**src/rtl/seizure_detector_if.sv**
```systemverilog
// Handshake/data bundle between the baseline/feature producers and the
// seizure detector; master drives inputs, slave is the detector.
interface seizure_detector_if #(
    parameter int data_width = 34,
    parameter int cnt_width  = 4
) ();
    logic                         en;
    logic signed [data_width-1:0] baseline;
    logic                         baseline_valid;
    logic signed [data_width-1:0] feature;
    logic                         feature_valid;
    logic                         exceed;
    logic                         data_valid;
    logic [cnt_width-1:0]         consec_cnt;
    logic                         alarm;
    logic                         alarm_start;

    modport master (
        output en, baseline, baseline_valid, feature, feature_valid,
        input  exceed, data_valid, consec_cnt, alarm, alarm_start
    );

    modport slave (
        input  en, baseline, baseline_valid, feature, feature_valid,
        output exceed, data_valid, consec_cnt, alarm, alarm_start
    );
endinterface

```
**src/rtl/seizure_detector.sv**
```systemverilog
// Raises an alarm after n_consec windows above thr_mult x baseline and
// holds it until hold_len consecutive quiet windows have passed.
module seizure_detector #(
    parameter int data_width = 34,
    parameter int thr_mult   = 3,
    parameter int n_consec   = 4,
    parameter int hold_len   = 8,
    parameter int cnt_width  = 4
) (
    input logic               clk,
    input logic               rst,
    seizure_detector_if.slave bus
);
    localparam int XW = data_width + 4;
    localparam logic [cnt_width-1:0] NC = cnt_width'(n_consec);
    localparam logic [cnt_width-1:0] HL = cnt_width'(hold_len);
    localparam logic [cnt_width-1:0] C1 = cnt_width'(1);

    typedef enum logic [1:0] {
        IDLE,
        MONITOR,
        CANDIDATE,
        ALARM
    } state_t;

    state_t                state;
    logic [data_width-1:0] base_reg;
    logic [cnt_width-1:0]  hold_cnt;
    logic                  baseline_seen;

    logic [XW-1:0]        thr;
    logic signed [XW-1:0] feat_x;
    logic                 exc;

    // base_reg is never negative, so thr fits XW-1 bits and its MSB is 0
    assign thr    = XW'(base_reg) * XW'(thr_mult);
    assign feat_x = {{4{bus.feature[data_width-1]}}, bus.feature};
    assign exc    = feat_x > $signed(thr);

    always_ff @(posedge clk or posedge rst) begin
        if (rst) begin
            state           <= IDLE;
            base_reg        <= '0;
            hold_cnt        <= '0;
            baseline_seen   <= 1'b0;
            bus.exceed      <= 1'b0;
            bus.data_valid  <= 1'b0;
            bus.consec_cnt  <= '0;
            bus.alarm       <= 1'b0;
            bus.alarm_start <= 1'b0;
        end else begin
            bus.data_valid  <= 1'b0;
            bus.alarm_start <= 1'b0;
            if (!bus.en) begin
                if (baseline_seen && bus.feature_valid) begin
                    bus.data_valid <= 1'b1;
                    bus.exceed     <= exc;
                    unique case (state)
                        MONITOR: begin
                            if (exc) begin
                                bus.consec_cnt <= C1;
                                if (NC == C1) begin
                                    state           <= ALARM;
                                    bus.alarm       <= 1'b1;
                                    bus.alarm_start <= 1'b1;
                                    hold_cnt        <= HL;
                                end else begin
                                    state <= CANDIDATE;
                                end
                            end else begin
                                bus.consec_cnt <= '0;
                            end
                        end
                        CANDIDATE: begin
                            if (exc) begin
                                if (bus.consec_cnt + C1 >= NC) begin
                                    bus.consec_cnt  <= NC;
                                    state           <= ALARM;
                                    bus.alarm       <= 1'b1;
                                    bus.alarm_start <= 1'b1;
                                    hold_cnt        <= HL;
                                end else begin
                                    bus.consec_cnt <= bus.consec_cnt + C1;
                                end
                            end else begin
                                bus.consec_cnt <= '0;
                                state          <= MONITOR;
                            end
                        end
                        ALARM: begin
                            if (exc) begin
                                hold_cnt       <= HL;
                                bus.consec_cnt <= NC;
                            end else begin
                                bus.consec_cnt <= '0;
                                if (hold_cnt <= C1) begin
                                    hold_cnt  <= '0;
                                    state     <= MONITOR;
                                    bus.alarm <= 1'b0;
                                end else begin
                                    hold_cnt <= hold_cnt - C1;
                                end
                            end
                        end
                        default: ;
                    endcase
                end
                // The load lands after the compare, so a coincident
                // feature still sees the previous baseline
                if (bus.baseline_valid) begin
                    base_reg      <= bus.baseline[data_width-1] ? '0
                                     : bus.baseline;
                    baseline_seen <= 1'b1;
                    if (state == IDLE) state <= MONITOR;
                end
            end
        end
    end
endmodule

```
**src/flat_wrapper.sv**
```systemverilog
// flat-port wrapper written by rule: the top's interface ports become plain ports
module seizure_detector_flat 
#(
    parameter int data_width = 34,
    parameter int thr_mult   = 3,
    parameter int n_consec   = 4,
    parameter int hold_len   = 8,
    parameter int cnt_width  = 4
)
  (clk, rst, bus_en, bus_baseline, bus_baseline_valid, bus_feature, bus_feature_valid, bus_exceed, bus_data_valid, bus_consec_cnt, bus_alarm, bus_alarm_start);
  seizure_detector_if #(.data_width(data_width), .cnt_width(cnt_width)) bus_i ();
  input logic clk;
  input logic rst;
  input wire logic [$bits(bus_i.en)-1:0] bus_en;
  input wire logic [$bits(bus_i.baseline)-1:0] bus_baseline;
  input wire logic [$bits(bus_i.baseline_valid)-1:0] bus_baseline_valid;
  input wire logic [$bits(bus_i.feature)-1:0] bus_feature;
  input wire logic [$bits(bus_i.feature_valid)-1:0] bus_feature_valid;
  output wire logic [$bits(bus_i.exceed)-1:0] bus_exceed;
  output wire logic [$bits(bus_i.data_valid)-1:0] bus_data_valid;
  output wire logic [$bits(bus_i.consec_cnt)-1:0] bus_consec_cnt;
  output wire logic [$bits(bus_i.alarm)-1:0] bus_alarm;
  output wire logic [$bits(bus_i.alarm_start)-1:0] bus_alarm_start;
  assign bus_i.en = bus_en;
  assign bus_i.baseline = bus_baseline;
  assign bus_i.baseline_valid = bus_baseline_valid;
  assign bus_i.feature = bus_feature;
  assign bus_i.feature_valid = bus_feature_valid;
  assign bus_exceed = bus_i.exceed;
  assign bus_data_valid = bus_i.data_valid;
  assign bus_consec_cnt = bus_i.consec_cnt;
  assign bus_alarm = bus_i.alarm;
  assign bus_alarm_start = bus_i.alarm_start;
  seizure_detector #(.data_width(data_width), .thr_mult(thr_mult), .n_consec(n_consec), .hold_len(hold_len), .cnt_width(cnt_width)) u_core (.clk(clk), .rst(rst), .bus(bus_i));
endmodule
```
**config.mk**
```make
export PLATFORM = sky130hd
export DESIGN_NAME = seizure_detector_flat
export DESIGN_NICKNAME = d
export VERILOG_FILES = /design/src/rtl/seizure_detector_if.sv /design/src/rtl/seizure_detector.sv /design/src/flat_wrapper.sv
export SDC_FILE = /design/constraint.sdc
export NUM_CORES = 1
export LEC_CHECK = 0
export ABC_AREA = 1
export CAP_MARGIN = 20
export CORE_ASPECT_RATIO = 1.1
export CORE_MARGIN = 3
export CORE_UTILIZATION = 55
export DETAILED_ROUTE_END_ITERATION = 7
export MAX_ROUTING_LAYER = met4
export PLACE_DENSITY_LB_ADDON = 0.2
export SKIP_CTS_REPAIR_TIMING = 1
export SLEW_MARGIN = 30
export SYNTH_ARGS = -nofsm -noshare
export SYNTH_HDL_FRONTEND = slang
export SYNTH_SLANG_ARGS = --single-unit
```
**constraint.sdc**
```tcl
create_clock -name clk -period 4.6 [get_ports clk]
set_input_delay 0.92 -clock clk [delete_from_list [all_inputs] [get_ports clk]]
set_output_delay 0.92 -clock clk [all_outputs]
set_load 0.005 [all_outputs]
```
==> key figures <==
Run status
  • Outcome: finished clean

Worst setup path
  • Worst Path Class, Setup: reg -> reg
  • WP data arrival: 4.51 ns
  • R2r setup slk: 0.33 ns
  • Worst-case reg-to-reg path depth: 25
  • Crit path capture type: register
  • Worst R2R End: u_core.hold_cnt[0]
  • Worst R2R Start: u_core.base_reg[0]
  • Worst-path maximum fanout: 11
  • Startpoint types: register
  • Crit path required time: 4.84 ns

Timing
  • Final hold violation count: 0
  • Finish-stage setup viols: 0
  • Slew HR: 39.0%
  • Final Skew: 0.00894 ns
  • Worst-Margin Slew: 0.909 ns
  • Crit path time final: 4.27 ns
  • RSZ-0062 raised after global routing: no
  • Tcrit/Tclk final: 92.9%
  • Setup TNS: 0 ns
  • Max Clock Freq: 234 MHz
  • Pins Over Slew Limit: 0
  • Final WS setup: 0.327 ns

Route
  • Mean number of vias per cell: 5.43
  • Detail Route Antenna Nets: 0
  • Initial DRC count: 143
  • DR vias: 4657
  • DRC viols: 0
  • WL per Instance: 14.3 um
  • Drt first pass iters: 5
  • Drt total wl: 12.3 mm

Hold path
  • Hold crit path type: reg -> reg
  • WHS Path Cells: 1
  • Hold path endpoint: u_core.baseline_seen
  • Hold Crit Start: u_core.baseline_seen

Yosys
  • Synth Area per Inst: 7.00 sq um
  • Post-synthesis mux area share: 0%
  • Post-Synth Adder-Cell Area: 19.6%
  • Largest family of logic cells by synthesized area: simple AND/OR/NAND/NOR gates
  • Post-synth top flop: dfrtp_1
  • Synth Area in Compound Gates: 12.7%
  • Synth Area in Simple Gates: 29.5%
  • Yosys warning count: 0
  • XOR/XNOR Fraction of Synth Area: 5.77%
  • Seq cells post-synth: 48
  • Netlist cell types: 37
  • Synth async-reset ratio: 100%
  • Mapped Nets: 818
  • Synthesized cell area: 4700 sq um
  • Sequential fraction of the synthesis area: 25.5%
  • Synth Instances: 672
  • EDFF count, synth: 0

Pwr
  • Leak: 0.00299 uW
  • Peak supply drop: 0.000239 V
  • Cell Pwr Density: 294 nW/um^2

Global route
  • Largest net degree at the start of global routing: 49
  • Tot GR Track Use: 27.0%
  • Initial antenna violation count: 0
  • First-pass GRT wire length: 20.4 mm
  • GRT overflow: 0
  • Via count of the first global-routing pass: 4565

CTS
  • Clk buf depth: 2
  • CTS tree: yes
  • Clock Pin Slew Worst Setup and Hold Paths: 0.10 ns
  • Htree depth: 2
  • Root Buffer: clkbuf_8
  • TritonCTS Sinks: 48
  • CTS Buf Count: 5
  • Worst-Skew Late Latency: 0.31 ns

Placed design
  • Final GP Congestion: 1.06
  • PortBufs: 80
  • Dpl hpwl: 9.89 mm
  • Post-Place Cell Area: 5600 sq um
  • Pre-CTS setup slack: 0.190 ns

Floorplanning
  • Die area: 9700 sq um
  • Die H: 103 um
  • Core outline area: 8130 sq um
  • # rows: 34
  • Top Ports: 81
  • Starting Density: 57.9%
  • Chip width: 94.2 um

Layout
  • Max FFs per register: 33
  • Ant. Diodes: 0
  • Layout Nets: 895
  • Layout cells sized above 1: 4.67%
  • Final Cell Area: 5730 sq um
  • Synth-to-Final Area Change: 21.8%

Job
  • Maxcap violations: 0
synth_stat cells, types with 3 or more instances:
cell type	number	area (sq um)
nand3_1	51	255
clkbuf_1	9	33.8
ha_1	72	901
dfrtp_1	48	1200
nor4_1	4	25.0
a31oi_1	5	31.3
nand2_1	198	743
o21ai_0	23	115
nor2_1	50	188
inv_1	73	274
xnor2_1	14	123
nand2_2	8	50.1
xor2_1	17	149
nor3_1	8	40.0
nand4_1	6	37.5
a21o_1	5	37.5
o21ai_1	8	40.0
a21oi_1	45	225
o21bai_1	5	37.5
a21oi_2	3	26.3
power breakdown:
part | total (uW) | switching (uW) | leakage [uW] | internal (uW)
Combinational | 810 | 463 | 0.00231 | 347
Clock | 329 | 165 | 0.0000548 | 164
Sequential | 546 | 64.3 | 0.000620 | 481
Total | 1680 | 692 | 0.00299 | 993
cell usage in the layout, fill, tap and decap left out, types with 17 or more instances in the layout:
master           netlist  final
a21oi_1               45     45
nor2_1                50     49
inv_1                 73     70
o21ai_0               23     22
dfrtp_1               48     48
nand3_1               51     51
xor2_1                17     17
nand2_1              198    198
ha_1                  72     72
clkdlybuf4s50_1        0     80
worst max path at each step:
stage	from	to	slack [ns]
after floorplan	u_core.base_reg[0]	u_core.bus.alarm	1.00
after global placement	u_core.base_reg[0]	u_core.hold_cnt[2]	0.36
after detailed placement	u_core.base_reg[0]	u_core.hold_cnt[0]	0.19
after CTS	u_core.base_reg[0]	u_core.hold_cnt[0]	0.16
after global routing	u_core.base_reg[0]	u_core.hold_cnt[1]	0.07
final	u_core.base_reg[0]	u_core.hold_cnt[0]	0.33
critical path, cell delays in order (launching register included):
cell and delay (ns):
dfrtp_1 0.39, ha_1 0.18, inv_1 0.05, fa_1 0.39, inv_1 0.08, nand3_1 0.09
nand2_2 0.12, nand2_1 0.07, nand2_2 0.11, a21oi_1 0.12, o21ai_2 0.23, a21boi_1 0.16
o21ai_2 0.20, a21oi_1 0.11, xor2_1 0.15, ha_1 0.30, nand4_1 0.20, nor3_2 0.23
nand4_1 0.12, o21ai_1 0.17, inv_1 0.08, nand2_2 0.21, nand2_1 0.11, nand2_1 0.17
nand2_1 0.08, o21ai_1 0.08
layout make-up:
class / instances / area [sq um]
multi-input combinational: 539 / 3190
fill: 705 / 2400
sequential: 48 / 1200
timing repair buffer: 81 / 808
inverter: 74 / 280
tap: 108 / 135
clock buffer: 5 / 68.8
clock inverter: 3 / 46.3
metal layers:
| layer | share of wire, % | global-route usage (%) | routed length, um | vias to the layer above |
|---|---|---|---|---|
| met3 | 4.6 | 3.58 | 567 | 29 |
| li1 | - | - | - | 2368 |
| met1 | 42 | 31.7 | 5210 | 2135 |
| met2 | 50 | 47.7 | 6190 | 125 |
| met5 | 0 | - | 0 | - |
| met4 | 2.5 | 9.00 | 303 | 0 |
cells by family (layout without fill, tap and decap cells):
logic type	count (synthesis)	in the layout
AO/OA/AOI/OAI	103	103
XOR/XNOR	31	31
adder cells (fa/ha/maj)	73	73
buffers and inverters	85	163
flip-flops	48	48
AND/OR/NAND/NOR	332	332
stage by stage:
stage | power (uW) | std cells | hold slack (ns) | utilization (%)
after floorplan | 1110 | 672 | 0.440 | -
after global placement | 1320 | 850 | 0.455 | 68.9
after detailed placement | 1350 | 850 | 0.479 | 69.0
after CTS | 1680 | 858 | 0.503 | 70.4
after global routing | 1830 | 858 | 0.513 | 70.5
final | 1680 | 858 | 0.509 | 70.5
No activity file was read; power rests on OpenSTA's default activity.
==> edit 1, RTL diff (config.mk and constraints unchanged) <==
`cnt_width` is set to 4 in 3 places; all go to 3.
--- a/src/rtl/seizure_detector_if.sv
+++ b/src/rtl/seizure_detector_if.sv
@@ -2,7 +2,7 @@
 // seizure detector; master drives inputs, slave is the detector.
 interface seizure_detector_if #(
     parameter int data_width = 34,
-    parameter int cnt_width  = 4
+    parameter int cnt_width  = 3
 ) ();
     logic                         en;
     logic signed [data_width-1:0] baseline;
--- a/src/rtl/seizure_detector.sv
+++ b/src/rtl/seizure_detector.sv
@@ -5,7 +5,7 @@
     parameter int thr_mult   = 3,
     parameter int n_consec   = 4,
     parameter int hold_len   = 8,
-    parameter int cnt_width  = 4
+    parameter int cnt_width  = 3
 ) (
     input logic               clk,
     input logic               rst,
--- a/src/flat_wrapper.sv
+++ b/src/flat_wrapper.sv
@@ -5,7 +5,7 @@
     parameter int thr_mult   = 3,
     parameter int n_consec   = 4,
     parameter int hold_len   = 8,
-    parameter int cnt_width  = 4
+    parameter int cnt_width  = 3
 )
   (clk, rst, bus_en, bus_baseline, bus_baseline_valid, bus_feature, bus_feature_valid, bus_exceed, bus_data_valid, bus_consec_cnt, bus_alarm, bus_alarm_start);
   seizure_detector_if #(.data_width(data_width), .cnt_width(cnt_width)) bus_i ();
Interface: changed (resized bus_consec_cnt); port bits go from 81 to 80. No check against the original RTL was run, so the function may have changed too.
==> edit 1 against the unedited design <==
Design area down 1.3%. Via count fell by 2.9%. Utilization fell by 0.19 points. Count of clock-buffer cells in the layout stayed put. Worst setup slack gained 0.035 ns. Sequential cell count decreased by 2. Sequential power shrank 6.6%. Synthesized area is 1.3% lower. Global-route usage fell by 1.3 points. Synthesized cell count fell by 2.5%. Routed wire length shrank 4.8%. First-iteration DRC count up 55%. Power decreased by 6.8%. Critical path type unchanged.
==> edit 1: results (changes against the unedited design) <==
| Metric | Value |
|---|---|
| M1 GR Usage | 31.9% (was 31.7%) |
| Vias after detailed routing | 4523 (was 4657) |
| Drt first-iter violations | 222 (was 143) |
| Routability cong. | 0.990 (was 1.06) |
| VDD IR max | 0.190 mV (was 0.239 mV) |
| Final net count | 879 (was 895) |
| Placed insts | 834 (was 850) |
| WP data arrival | 4.43 ns (was 4.51 ns) |
| Distinct cells, synth | 41 (was 37) |
| Metal1 wirelength | 5.34 mm (was 5.21 mm) |
| Max-Slew Margin vs Limit | 45.9% (was 39.0%) |
| Global-route wire length before repair | 19.2 mm (was 20.4 mm) |
| HPWL after DPL | 9.54 mm (was 9.89 mm) |
| WL met2 | 5.57 mm (was 6.19 mm) |
| Global routing usage on met3 | 2.58% (was 3.58%) |
| Fill count | 672 (was 705) |
| Status | complete, no violations (unchanged) |
| LEAKAGE | 0.00285 uW (was 0.00299 uW) |
| Vias in the first global route | 4439 (was 4565) |
| Register area share after synthesis | 24.8% (was 25.5%) |
| Port-buffer cells | 79 (was 80) |
| Pin count of the biggest net entering global routing | 47 (was 49) |
| First-pass DRT Iterations | 6 (was 5) |
| Worst clock skew | 0.00714 ns (was 0.00894 ns) |
| Met3 WL post-DR | 570 um (was 567 um) |
| Layout cells sized above 1 | 5.99% (was 4.67%) |
==> edit 1: cell count changes after synthesis, moves of 4 or more <==
| cell | unedited run | this run |
|---|---|---|
| a21oi_1 | 45 | 41 |
| o21ai_2 | 1 | 5 |
| nor3_1 | 8 | 2 |
| nand3_1 | 51 | 19 |
| o21ai_0 | 23 | 45 |
| o21ai_1 | 8 | 3 |
| nand2_2 | 8 | 12 |
==> edit 1: metrics by stage <==
step | instance area, um2 | utilization [%] | power (uW) | setup slack, ns
after floorplan | 4640 | - | 1030 | 1.16
after global placement | 5540 | 68.9 | 1240 | 0.528
after detailed placement | 5540 | 68.9 | 1270 | 0.374
after CTS | 5650 | 70.3 | 1580 | 0.370
after global routing | 5650 | 70.3 | 1710 | 0.00251
final | 5650 | 70.3 | 1570 | 0.362
==> edit 1: final cells by class <==
cell class              instances  area [um2]  area share (%)
repair buffers                 80         798            14.1
multi-input cells             529        3190            56.5
flip-flops and latches         46        1150            20.4
inverters                      71         268            4.74
clock inverters                 3        40.0           0.708
clock buffers                   5        68.8            1.22
well taps                     108         135            2.39
==> edit 1: cells by family after synthesis <==
kind of cell	count (synthesis)	synth area share (%)
buffers and inverters	80	6.47
AO/OA/AOI/OAI	126	16.5
adder cells (fa/ha/maj)	73	19.8
XOR/XNOR	31	5.85
AND/OR/NAND/NOR	299	26.6
flip-flops	46	24.8
==> edit 1: path summary, 6_finish.rpt <==
kind | startpoint | cells after the start | slack, ns | endpoint
max | u_core.base_reg[0] | 27 | 0.36 | u_core.state[1]
min | u_core.baseline_seen | 1 | 0.49 | u_core.baseline_seen
max reg2reg | u_core.base_reg[0] | 27 | 0.36 | u_core.state[1]
min reg2reg | u_core.baseline_seen | 1 | 0.49 | u_core.baseline_seen
max in group asynchronous | rst | 2 | 3.06 | u_core.base_reg[15]
min in group asynchronous | rst | 2 | 1.07 | u_core.base_reg[5]
==> edit 1: critical path: stages, from the launching register on <==
cell	delay, ns
dfrtp_1	0.39
ha_1	0.19
inv_1	0.06
fa_1	0.39
inv_1	0.07
nand3_1	0.08
nand2_2	0.12
nand2_1	0.07
nand2_2	0.11
a21oi_1	0.13
o21ai_2	0.24
a21boi_2	0.12
o21ai_2	0.19
a21oi_2	0.08
xor2_1	0.14
ha_1	0.29
nand4_1	0.14
nor3_1	0.35
nor4b_1	0.37
nand3_1	0.12
nand2_1	0.07
inv_1	0.06
nand2_4	0.11
nand2_1	0.06
nand2_1	0.05
nand2_1	0.05
nand2_1	0.05
nand2_1	0.05
==> edit 1: power groups by stage <==
| stage | sequential [uW] | clock, uW | combinational, uW |
|---|---|---|---|
| final | 510 | 301 | 759 |
| after global routing | 517 | 329 | 863 |
| after CTS | 509 | 309 | 760 |
| after detailed placement | 516 | 0 | 753 |
| after global placement | 514 | 0 | 725 |
| after floorplan | 503 | 0 | 530 |
==> edit 2, RTL diff (config.mk and constraints unchanged) <==
Without the edit above. Encoding of `state_t`: now Gray code (2 bits for 4 states).
--- a/src/rtl/seizure_detector.sv
+++ b/src/rtl/seizure_detector.sv
@@ -17,10 +17,10 @@
     localparam logic [cnt_width-1:0] C1 = cnt_width'(1);
 
     typedef enum logic [1:0] {
-        IDLE,
-        MONITOR,
-        CANDIDATE,
-        ALARM
+        IDLE      = 2'b00,
+        MONITOR   = 2'b01,
+        CANDIDATE = 2'b11,
+        ALARM     = 2'b10
     } state_t;
 
     state_t                state;
Behaviour: no difference found for any inputs over 4 cycles, from zero or initial values and one cycle with rst high; so few cycles prove little.
==> edit 2 against the unedited design <==
Synthesized cell count fell by 0.74%. Routed wire length fell by 0.68%. Synthesized area fell by 0.85%. Sequential cell count did not move. Worst setup slack improved by 0.086 ns. Non-clock buffer count did not move. Design area fell by 0.55%. Power rose by 0.22%. Combinational power barely moved. Critical endpoint is now u_core.hold_cnt[3]. Largest cell class unchanged.
==> edit 2: results (changes against the unedited design) <==
| Metric | Value |
|---|---|
| Multi-input gate area | 3140 um2 (was 3190 um2) |
| Vias after detailed routing | 4585 (was 4657) |
| Sequential share of cell area | 21.1% (was 21.0%) |
| WP data arrival | 4.40 ns (was 4.51 ns) |
| Worst Path Max Fanout | 6 (was 11) |
| Distinct cells, synth | 39 (was 37) |
| Non-clk invs | 77 (was 74) |
| Post-Place Setup Slack | 0.425 ns (was 0.190 ns) |
| HPWL after DPL | 9.65 mm (was 9.89 mm) |
| R2R depth | 27 (was 25) |
| Synth Net Count | 813 (was 818) |
| Post-Syn Instances | 667 (was 672) |
| Worst clock skew | 0.0127 ns (was 0.00894 ns) |
| Signal buf overhead | 14.2% (was 14.1%) |
| DP Area | 5580 um2 (was 5600 um2) |
| WL met2 | 6.02 mm (was 6.19 mm) |
| Sequential cells | 48 (unchanged) |
| Finished Layout Cells | 854 (was 858) |
| Status | complete, no violations (unchanged) |
| Core Footprint | 8080 um2 (was 8130 um2) |
| Register area share after synthesis | 25.8% (was 25.5%) |
| Drt total wl | 12.2 mm (was 12.3 mm) |
| Met3 WL post-DR | 477 um (was 567 um) |
| Drt first-iter violations | 191 (was 143) |
| Fill count | 690 (was 705) |
| Tot GR Track Use | 26.4% (was 27.0%) |
| M1 GR Usage | 32.2% (was 31.7%) |
| Global-route wire length before repair | 19.8 mm (was 20.4 mm) |
| Layout cells sized above 1 | 4.69% (was 4.67%) |
| CP peak stage delay | 0.42 ns (was 0.39 ns) |
| Final net count | 891 (was 895) |
| Metal1 wirelength | 5.53 mm (was 5.21 mm) |
| Multi-input gates | 532 (was 539) |
| Max-Slew Margin vs Limit | 57.6% (was 39.0%) |
| Routability cong. | 0.977 (was 1.06) |
-- edit 2: power by group --
part / switching, uW / total, uW / leakage (uW) / internal [uW]
sequential: 65.8 / 549 / 0.000620 / 483
clock: 167 / 331 / 0.0000548 / 164
combinational: 460 / 809 / 0.00234 / 348
total: 693 / 1690 / 0.00301 / 995
-- edit 2: logic make-up after synthesis --
logic type               share of synthesized area [%]
adder cells (fa/ha/maj)                           19.7
buffers and inverters                             7.05
AND/OR/NAND/NOR                                   30.1
AO/OA/AOI/OAI                                     11.3
flip-flops                                        25.8
XOR/XNOR                                          6.01
-- edit 2: through the flow --
stage	util (%)	power, uW
2_1_floorplan	-	1100
3_3_place_gp	68.9	1330
3_5_place_dp	69.0	1350
4_1_cts	70.4	1690
5_1_grt	70.5	1830
6_report	70.5	1690
